<file path="src/rtl/emu_clk_en_gen_pkg.sv">
// Shared types and default constants for the emulator clock-enable generator.
package emu_clk_en_gen_pkg;

  localparam int unsigned N_CH_DEF       = 4;
  localparam int unsigned DIV_WIDTH_DEF  = 16;
  localparam int unsigned STEP_WIDTH_DEF = 16;
  localparam int unsigned RST_CYCLES_DEF = 8;
  localparam int unsigned CYCLE_CNT_W    = 64;

  typedef enum logic [1:0] {
    HOLD = 2'd0,
    IDLE = 2'd1,
    RUN  = 2'd2,
    STEP = 2'd3
  } state_e;

  // Counter width able to hold 0..v-1, never narrower than one bit.
  function automatic int unsigned clog2_min1(input int unsigned v);
    return (v > 1) ? $clog2(v) : 1;
  endfunction

endpackage

</file>
<file path="src/rtl/emu_clk_div_ch.sv">
// One clock-enable channel: period counter, shadow divide ratio, clk_en pulse and gated clock value.
module emu_clk_div_ch
  import emu_clk_en_gen_pkg::*;
#(
  parameter int unsigned DIV_WIDTH = DIV_WIDTH_DEF
) (
  input  logic                 emu_clk,
  input  logic                 emu_rst,
  input  logic                 active,
  input  logic                 en,
  input  logic [DIV_WIDTH-1:0] ratio,
  output logic                 clk_en,
  output logic                 clk_val
);

  logic [DIV_WIDTH-1:0] cnt_q;
  logic [DIV_WIDTH-1:0] shadow_q;
  logic [DIV_WIDTH-1:0] last_c;
  logic                 adv_c;
  logic                 wrap_c;

  // A zero ratio behaves as divide-by-one, so its last count is also zero.
  always_comb begin
    last_c = (shadow_q == '0) ? '0 : shadow_q - DIV_WIDTH'(1);
    adv_c  = active & en;
    wrap_c = adv_c & (cnt_q == last_c);
  end

  // The shadow ratio only reloads at a period boundary or while the generator is stopped.
  always_ff @(posedge emu_clk) begin
    if (emu_rst) begin
      cnt_q    <= '0;
      shadow_q <= '0;
      clk_en   <= 1'b0;
      clk_val  <= 1'b0;
    end else begin
      clk_en <= wrap_c;
      if (wrap_c) begin
        cnt_q   <= '0;
        clk_val <= ~clk_val;
      end else if (adv_c) begin
        cnt_q <= cnt_q + DIV_WIDTH'(1);
      end
      if (wrap_c || !active) begin
        shadow_q <= ratio;
      end
    end
  end

endmodule

</file>
<file path="src/rtl/emu_clk_en_gen.sv">
// N-channel emulator clock-enable generator with run/stop/single-step control and stretched reset.
// Optional emulated-time counter output enabled by EMU_CLK_EN_GEN_CYCLE_CNT_EN.
module emu_clk_en_gen
  import emu_clk_en_gen_pkg::*;
#(
  parameter int unsigned N_CH       = N_CH_DEF,
  parameter int unsigned DIV_WIDTH  = DIV_WIDTH_DEF,
  parameter int unsigned STEP_WIDTH = STEP_WIDTH_DEF,
  parameter int unsigned RST_CYCLES = RST_CYCLES_DEF
) (
  input  logic                      emu_clk,
  input  logic                      emu_rst,
  input  logic                      run,
  input  logic                      step_req,
  input  logic [STEP_WIDTH-1:0]     step_len,
  input  logic [N_CH-1:0]           ch_en,
  input  logic [N_CH*DIV_WIDTH-1:0] div_ratio,
  output logic [N_CH-1:0]           clk_en,
  output logic [N_CH-1:0]           clk_val,
  output logic                      rst_out,
  output logic                      busy,
  output logic                      step_done
`ifdef EMU_CLK_EN_GEN_CYCLE_CNT_EN
  ,
  output logic [CYCLE_CNT_W-1:0]    cycle_cnt
`endif
);

  localparam int unsigned HOLD_W = clog2_min1(RST_CYCLES);

  state_e                state_q;
  state_e                state_d;
  logic [HOLD_W-1:0]     hold_cnt_q;
  logic [HOLD_W-1:0]     hold_cnt_d;
  logic [STEP_WIDTH-1:0] step_cnt_q;
  logic [STEP_WIDTH-1:0] step_cnt_d;
  logic                  rst_out_d;
  logic                  busy_d;
  logic                  step_done_d;
  logic                  active_c;

  // A STEP cycle with nothing left to count is the terminal cycle, not an active one.
  always_comb begin
    active_c = (state_q == RUN) || ((state_q == STEP) && (step_cnt_q != '0));
  end

  // Next-state and registered-output decode.
  always_comb begin
    state_d     = state_q;
    hold_cnt_d  = hold_cnt_q;
    step_cnt_d  = step_cnt_q;
    step_done_d = 1'b0;
    case (state_q)
      HOLD: begin
        if (hold_cnt_q == HOLD_W'(RST_CYCLES - 1)) begin
          state_d    = IDLE;
          hold_cnt_d = '0;
        end else begin
          hold_cnt_d = hold_cnt_q + HOLD_W'(1);
        end
      end
      IDLE: begin
        if (step_req) begin
          state_d    = STEP;
          step_cnt_d = step_len;
        end else if (run) begin
          state_d = RUN;
        end
      end
      RUN: begin
        if (!run) begin
          state_d = IDLE;
        end
      end
      STEP: begin
        if (step_cnt_q == '0) begin
          state_d     = IDLE;
          step_done_d = 1'b1;
        end else begin
          step_cnt_d = step_cnt_q - STEP_WIDTH'(1);
        end
      end
      default: begin
        state_d = HOLD;
      end
    endcase
    rst_out_d = (state_d == HOLD);
    busy_d    = (state_d == RUN) || (state_d == STEP);
  end

  always_ff @(posedge emu_clk) begin
    if (emu_rst) begin
      state_q    <= HOLD;
      hold_cnt_q <= '0;
      step_cnt_q <= '0;
      rst_out    <= 1'b1;
      busy       <= 1'b0;
      step_done  <= 1'b0;
    end else begin
      state_q    <= state_d;
      hold_cnt_q <= hold_cnt_d;
      step_cnt_q <= step_cnt_d;
      rst_out    <= rst_out_d;
      busy       <= busy_d;
      step_done  <= step_done_d;
    end
  end

  for (genvar i = 0; i < N_CH; i++) begin : g_ch
    emu_clk_div_ch #(
      .DIV_WIDTH (DIV_WIDTH)
    ) u_ch (
      .emu_clk (emu_clk),
      .emu_rst (emu_rst),
      .active  (active_c),
      .en      (ch_en[i]),
      .ratio   (div_ratio[i*DIV_WIDTH +: DIV_WIDTH]),
      .clk_en  (clk_en[i]),
      .clk_val (clk_val[i])
    );
  end

`ifdef EMU_CLK_EN_GEN_CYCLE_CNT_EN
  // Emulated time: one tick per active edge.
  always_ff @(posedge emu_clk) begin
    if (emu_rst) begin
      cycle_cnt <= '0;
    end else if (active_c) begin
      cycle_cnt <= cycle_cnt + CYCLE_CNT_W'(1);
    end
  end
`endif

endmodule

</file>
<file path="config.mk">
export PLATFORM = sky130hd
export DESIGN_NAME = emu_clk_en_gen
export DESIGN_NICKNAME = d
export VERILOG_FILES = /design/src/rtl/emu_clk_en_gen_pkg.sv /design/src/rtl/emu_clk_div_ch.sv /design/src/rtl/emu_clk_en_gen.sv
export SDC_FILE = /design/constraint.sdc
export NUM_CORES = 1
export LEC_CHECK = 0
export CAP_MARGIN = 20
export CORE_ASPECT_RATIO = 2
export CORE_MARGIN = 2
export CORE_UTILIZATION = 57
export DETAILED_ROUTE_END_ITERATION = 6
export DONT_BUFFER_PORTS = 1
export PLACE_DENSITY = 0.72
export RECOVER_POWER = 50
export SETUP_SLACK_MARGIN = 0.4
export SLEW_MARGIN = 20
export SYNTH_ARGS = -nofsm -noshare
export SYNTH_HDL_FRONTEND = slang
export SYNTH_SLANG_ARGS = --single-unit
</file>
<file path="constraint.sdc">
create_clock -name emu_clk -period 4.6 [get_ports emu_clk]
set_input_delay 0.46 -clock emu_clk [delete_from_list [all_inputs] [get_ports emu_clk]]
set_output_delay 0.46 -clock emu_clk [all_outputs]
set_load 0.005 [all_outputs]
</file>
; After elaboration in Yosys (flattened, before gate mapping)
; Cells that the tools add are included.
; Widths: inputs -> output; s select.
[word_totals]
ff_bits = 160
in_bits = 88
output_inout_bits = 11
[op_classes]
add_sub_neg = 10
n_eq_ne = 12
mux = 15
n_bitwise = 13
reduce_logical = 23
[op_table]
columns = operator, count
row1 = $mux 16, 6
row2 = $logic_not 16->1, 5
row3 = $sub 16x1->16 const B, 5
row4 = $add 16x1->16 const B, 4
row5 = $eq 16x16->1, 4
row6 = $pmux 16 s2, 1
row7 = $reduce_bool 16->1, 1
row8 = $mux 2, 5
row9 = $reduce_or 2->1, 5
row10 = $and 1x1->1, 8
row11 = $eq 2x2->1 const B, 4
row12 = $pmux 2 s4, 1
row13 = $logic_or 1x1->1, 6
row14 = $not 1->1, 5
row15 = $logic_not 2->1, 2
row16 = $ne 2x2->1 const B, 2
row17 = $add 3x1->3 const B, 1
row18 = $eq 3x3->1 const B, 1
row19 = $mux 3, 1
row20 = $reduce_and 3->1, 1
row21 = $eq 2x1->1 const B, 1
row22 = $reduce_bool 2->1, 1
row23 = $logic_and 1x1->1, 1
row24 = $logic_not 1->1, 1
row25 = $mux 1, 1

; Longest topological paths before layout
[depth]
word_depth = 6
mapped_depth = 15

; Cells and area by module
; Synthesis repeated with hierarchy kept, for this count alone.
[hier_totals]
hier_cells = 1660
hier_area_um2 = 12828.6
[by_module_without_submodules]
columns = mod, n_inst, cells_each, area_each_um2, seq_area_each_um2
row1 = emu_clk_div_ch, 4, 368, 2857.7, 680.7
row2 = emu_clk_en_gen, 1, 188, 1397.6, 460.4

; Worst setup path after synthesis
; No wires, ideal clock.
[synth_timing]
kind = register -> register
start = reg g_ch[1].u_ch.shadow_q[0]
end = reg g_ch[1].u_ch.shadow_q[10]
t_arrival_ns = 3.426
setup_slack_ns = 1.046
stages_incl_launch_ff = 14
path_buffers = 2
synth_period_minus_slack_ns = 3.554
path_cell_list = dfxtp_1 > clkbuf_1 > inv_1 > ha_1 > nor3b_1 > nand2_1 > xnor2_1 > or4b_2 > a2111oi_0 > nor4_2 > o31ai_4 > buf_8 > mux2i_1 > nor2_1
[synth_between]
elab_chain_cells = 5
elab_cells_between_ends = 6
cone_classes = add/sub (1) / eq/ne (1) / mux (1) / bitwise (1) / reduce/logical (2)
[synth_rtl]
columns = item, line
row1 = start: declaration, emu_clk_div_ch.sv:17  ; logic [DIV_WIDTH-1:0] shadow_q;
row2 = start signal: assignment, emu_clk_div_ch.sv:45  ; shadow_q <= ratio;
row3 = $sub 16x1->16 / $logic_not 16->1 (equally long branches), emu_clk_div_ch.sv:24  ; last_c = (shadow_q == '0) ? '0 : shadow_q - DIV_WIDTH'(1);
row4 = $mux 16 *, emu_clk_div_ch.sv:24
row5 = $eq 16x16->1 *, emu_clk_div_ch.sv:26  ; wrap_c = adv_c & (cnt_q == last_c);
row6 = $and 1x1->1 *, emu_clk_div_ch.sv:26
row7 = $logic_or 1x1->1 *, emu_clk_div_ch.sv:44  ; if (wrap_c || !active) begin
; Every way passes the cells marked *; elsewhere a longest branch is shown, timed or not.
; A chain may end at the register's enable or synchronous reset.

; Worst setup path after layout
[layout_timing]
start = reg g_ch[3].u_ch.shadow_q[2]
end = reg g_ch[3].u_ch.shadow_q[8]
[layout_between]
elab_chain_cells = 5
elab_cells_between_ends = 6
cone_classes = add/sub (1) / eq/ne (1) / mux (1) / bitwise (1) / reduce/logical (2)
[layout_rtl]
columns = item, line
row1 = start: declaration, emu_clk_div_ch.sv:17
row2 = start signal: assignment, emu_clk_div_ch.sv:45
row3 = $sub 16x1->16 / $logic_not 16->1 (equally long branches), emu_clk_div_ch.sv:24
row4 = $mux 16 *, emu_clk_div_ch.sv:24
row5 = $eq 16x16->1 *, emu_clk_div_ch.sv:26
row6 = $and 1x1->1 *, emu_clk_div_ch.sv:26
row7 = $logic_or 1x1->1 *, emu_clk_div_ch.sv:44
; Marks and branches as above.

==> run metrics <==
clk_lat worst skew 0.43 ns; # clock sinks 160; asr flop ratio synth 0; Data arrival, critical path 4.38 ns; CTS tree built; antenna viol nets, final 0; DRC Markers 0; largest net degree at the start of global routing 117; Fin Clk Skew 0.0103 ns; post-synthesis sequential area ratio 0.322; worst min path class input port to flop; final worst path period need 4.07 ns; Post-Synth Simple-Gate Area 0.302; Primary FF master, synth dfxtp_1; num ports 99; share of cells above drive strength 1 0.0629; grt met1 use 0.259; global-route wire length before repair 41.4 mm; vias per std cell 6.36; cts repair resizes 0; Setup Total Neg Slack 0 ns; Vias 8940; 1st-pass router iterations 5; met2 usage 0.526; Tot GR Track Use 0.272; Seq cells post-synth 160; Crit Path Max Fanout 16; DRT Wirelength 25.4 mm; Hold Startpoint emu_rst; CP required 4.91 ns; placed cell count 1368; Reg-to-Reg End g_ch[3].u_ch.shadow_q[8]; # H-tree levels 4; Fill cells 1568; crit end category flop; kind of critical path flop to flop; grt total ovfl 0; area fraction in compound gates after synthesis 0.147; post-synthesis area per instance 8.06 µm²; Max clock buf depth 2; status finished clean; Syn-to-layout area delta 5.48%; measured slew at the worst slew-check pin 1.33 ns; CTS Buf Count 17; clock slew at reported path FFs 0.07 ns; Hold EP g_ch[2].u_ch.clk_val; Fmax 246 MHz; adder-cell share of the synthesized area 0.0139; post-synthesis mux area share 0.0607; Total Nets Final 1279; final setup fails 0; leakage 3.75 nW; cell depth of the worst hold path 1; headroom to the max-slew limit 0.111; Most Crowded Layer GR met2; Post-DP HPWL 18.6 mm; root buffer cell clkbuf_16; Slew Limit Fails 0; non-filler cells, final 1406; IO Port Bufs 0; P per Cell Area 309 nW/µm²; die height 191 µm; post-synth cell types 83; Post-Synthesis Cells 1232; r2r startpoint g_ch[3].u_ch.shadow_q[2]; Reg2Reg Setup Slack 0.53 ns; Max Cap Viol 0; initial core utilization 0.578; Chip Width 97.3 µm; Post-Synth XOR/XNOR Area 0.105; FP Rows 68; Ys Warns 0; worst r2r path cells 9; drt first-iter violations 457; die area 18600 µm²; RSZ-0062 raised after global routing false; initial antenna violation count 1; Net Count, Synth 1331; Routed WL per cell 18.1 µm; maximum vdd ir drop 0.230 mV; Worst Setup Start Kind flop; largest family of logic cells by synthesized area simple AND/OR/NAND/NOR gates; final hold violations 0; Syn Std Cell Area 9930 µm²; RD Place Congestion 0.920; core footprint 17200 µm²; GRT met3 Usage 0.0510; part of the cycle the worst path needs 0.884; CTS hold repair buffers 0; vias in the first global route 8754; Post-synth EDFFs 0
area by class of cell:
type	count	area, µm²	area share
Antenna cell	3	7.51	0.000717
Clock buffer	18	429	0.0410
Clock inverter	14	145	0.0139
Inverter	27	101	0.00967
Multi-Input combinational cell	958	6220	0.594
Sequential cell	160	3200	0.306
Tap cell	210	263	0.0251
Timing Repair Buffer	16	109	0.0104
timing repair:
item | CTS | global route
endpoints found under the setup margin | 0 | 16
setup buffers | 0 | 3
hold endpoints to repair | 0 | 0
per-stage QoR:
| stage | hold slack, ns | utilization | worst slack (ns) | cell area (µm²) | power [W] |
|---|---|---|---|---|---|
| finish | 0.105 | 0.610 | 0.535 | 10500 | 0.00323 |
| global route | 0.0880 | 0.609 | 0.269 | 10500 | 0.00335 |
| CTS | 0.0808 | 0.610 | 0.715 | 10500 | 0.00326 |
| detailed placement | 0.468 | 0.577 | 0.713 | 9920 | 0.00186 |
| global placement | 0.453 | 0.577 | 0.761 | 9920 | 0.00185 |
| floorplan | 0.453 | - | 1.05 | 9930 | 0.00179 |
cell usage after synthesis (11+ instances only):
cell / count / area [µm²]
a21oi_1: 53 / 265
and3_1: 15 / 93.8
buf_2: 13 / 65.1
clkbuf_1: 59 / 221
dfxtp_1: 160 / 3200
ha_1: 11 / 138
inv_1: 27 / 101
mux2i_1: 58 / 581
nand2_1: 68 / 255
nand2b_1: 40 / 250
nand3_1: 51 / 255
nand3b_1: 17 / 128
nand4_1: 29 / 181
nor2_1: 169 / 634
nor3_1: 35 / 175
nor4_1: 29 / 181
o21ai_0: 54 / 270
o31ai_1: 12 / 90.1
or3_1: 14 / 87.6
or4_1: 22 / 165
xnor2_1: 57 / 499
xor2_1: 54 / 473
critical path: stages (launching register included):
cell      delay (ns)
dfxtp_1         0.40
or4_1           0.68
nor4_1          0.68
xnor3_1         0.31
and4_1          0.25
o311ai_1        0.36
nor4_2          0.14
nor2_2          0.80
mux2i_1         0.26
nor2_1          0.07
flip-flops by register name, indices dropped and copies added, names as in the netlist:
signal              count
busy                    1
g_ch.u_ch.clk_en        4
g_ch.u_ch.clk_val       4
g_ch.u_ch.cnt_q        64
g_ch.u_ch.shadow_q     64
hold_cnt_q              3
rst_out                 1
state_q                 2
step_cnt_q             16
step_done               1
cell usage in the layout (no fill, tap or decap), types with 27 or more instances in the layout:
cell	n
nor2_1	169
nor3_1	35
xnor2_1	57
nand2b_1	40
inv_1	27
nand3_1	51
nor4_1	31
dfxtp_1	160
nand4_1	29
a21oi_1	52
o21ai_0	53
xor2_1	54
nand2_1	68
mux2i_1	58
cell families after synthesis:
| family | count (synthesis) |
|---|---|
| mux | 60 |
| fa+ha+maj | 11 |
| xor+xnor | 114 |
| compound gates | 216 |
| buf+inv | 114 |
| simple gates | 557 |
| flops | 160 |
power by group:
| part | switching (W) | internal, W | total [W] |
|---|---|---|---|
| combinational | 0.000192 | 0.000154 | 0.000347 |
| clock | 0.000638 | 0.000766 | 0.00140 |
| sequential | 0.0000619 | 0.00142 | 0.00148 |
worst max path at each step:
stage / from / endpoint / slack [ns] / depth (start not counted)
6_report: g_ch[3].u_ch.shadow_q[2] / g_ch[3].u_ch.shadow_q[8] / 0.53 / 9
5_1_grt: g_ch[3].u_ch.shadow_q[2] / g_ch[3].u_ch.shadow_q[0] / 0.27 / 9
3_5_place_dp: g_ch[3].u_ch.shadow_q[2] / g_ch[3].u_ch.cnt_q[13] / 0.71 / 8
2_1_floorplan: g_ch[1].u_ch.shadow_q[0] / g_ch[1].u_ch.shadow_q[10] / 1.05 / 13
4_1_cts: g_ch[3].u_ch.shadow_q[2] / g_ch[3].u_ch.cnt_q[8] / 0.72 / 8
3_3_place_gp: step_cnt_q[0] / g_ch[0].u_ch.cnt_q[6] / 0.76 / 11
per-layer routing:
metal	share of wire	up-vias
li1	-	4347
met1	0.36	4177
met2	0.54	308
met3	0.047	108
met4	0.059	0
met5	0	-
No activity file was read; power rests on OpenSTA's default activity.
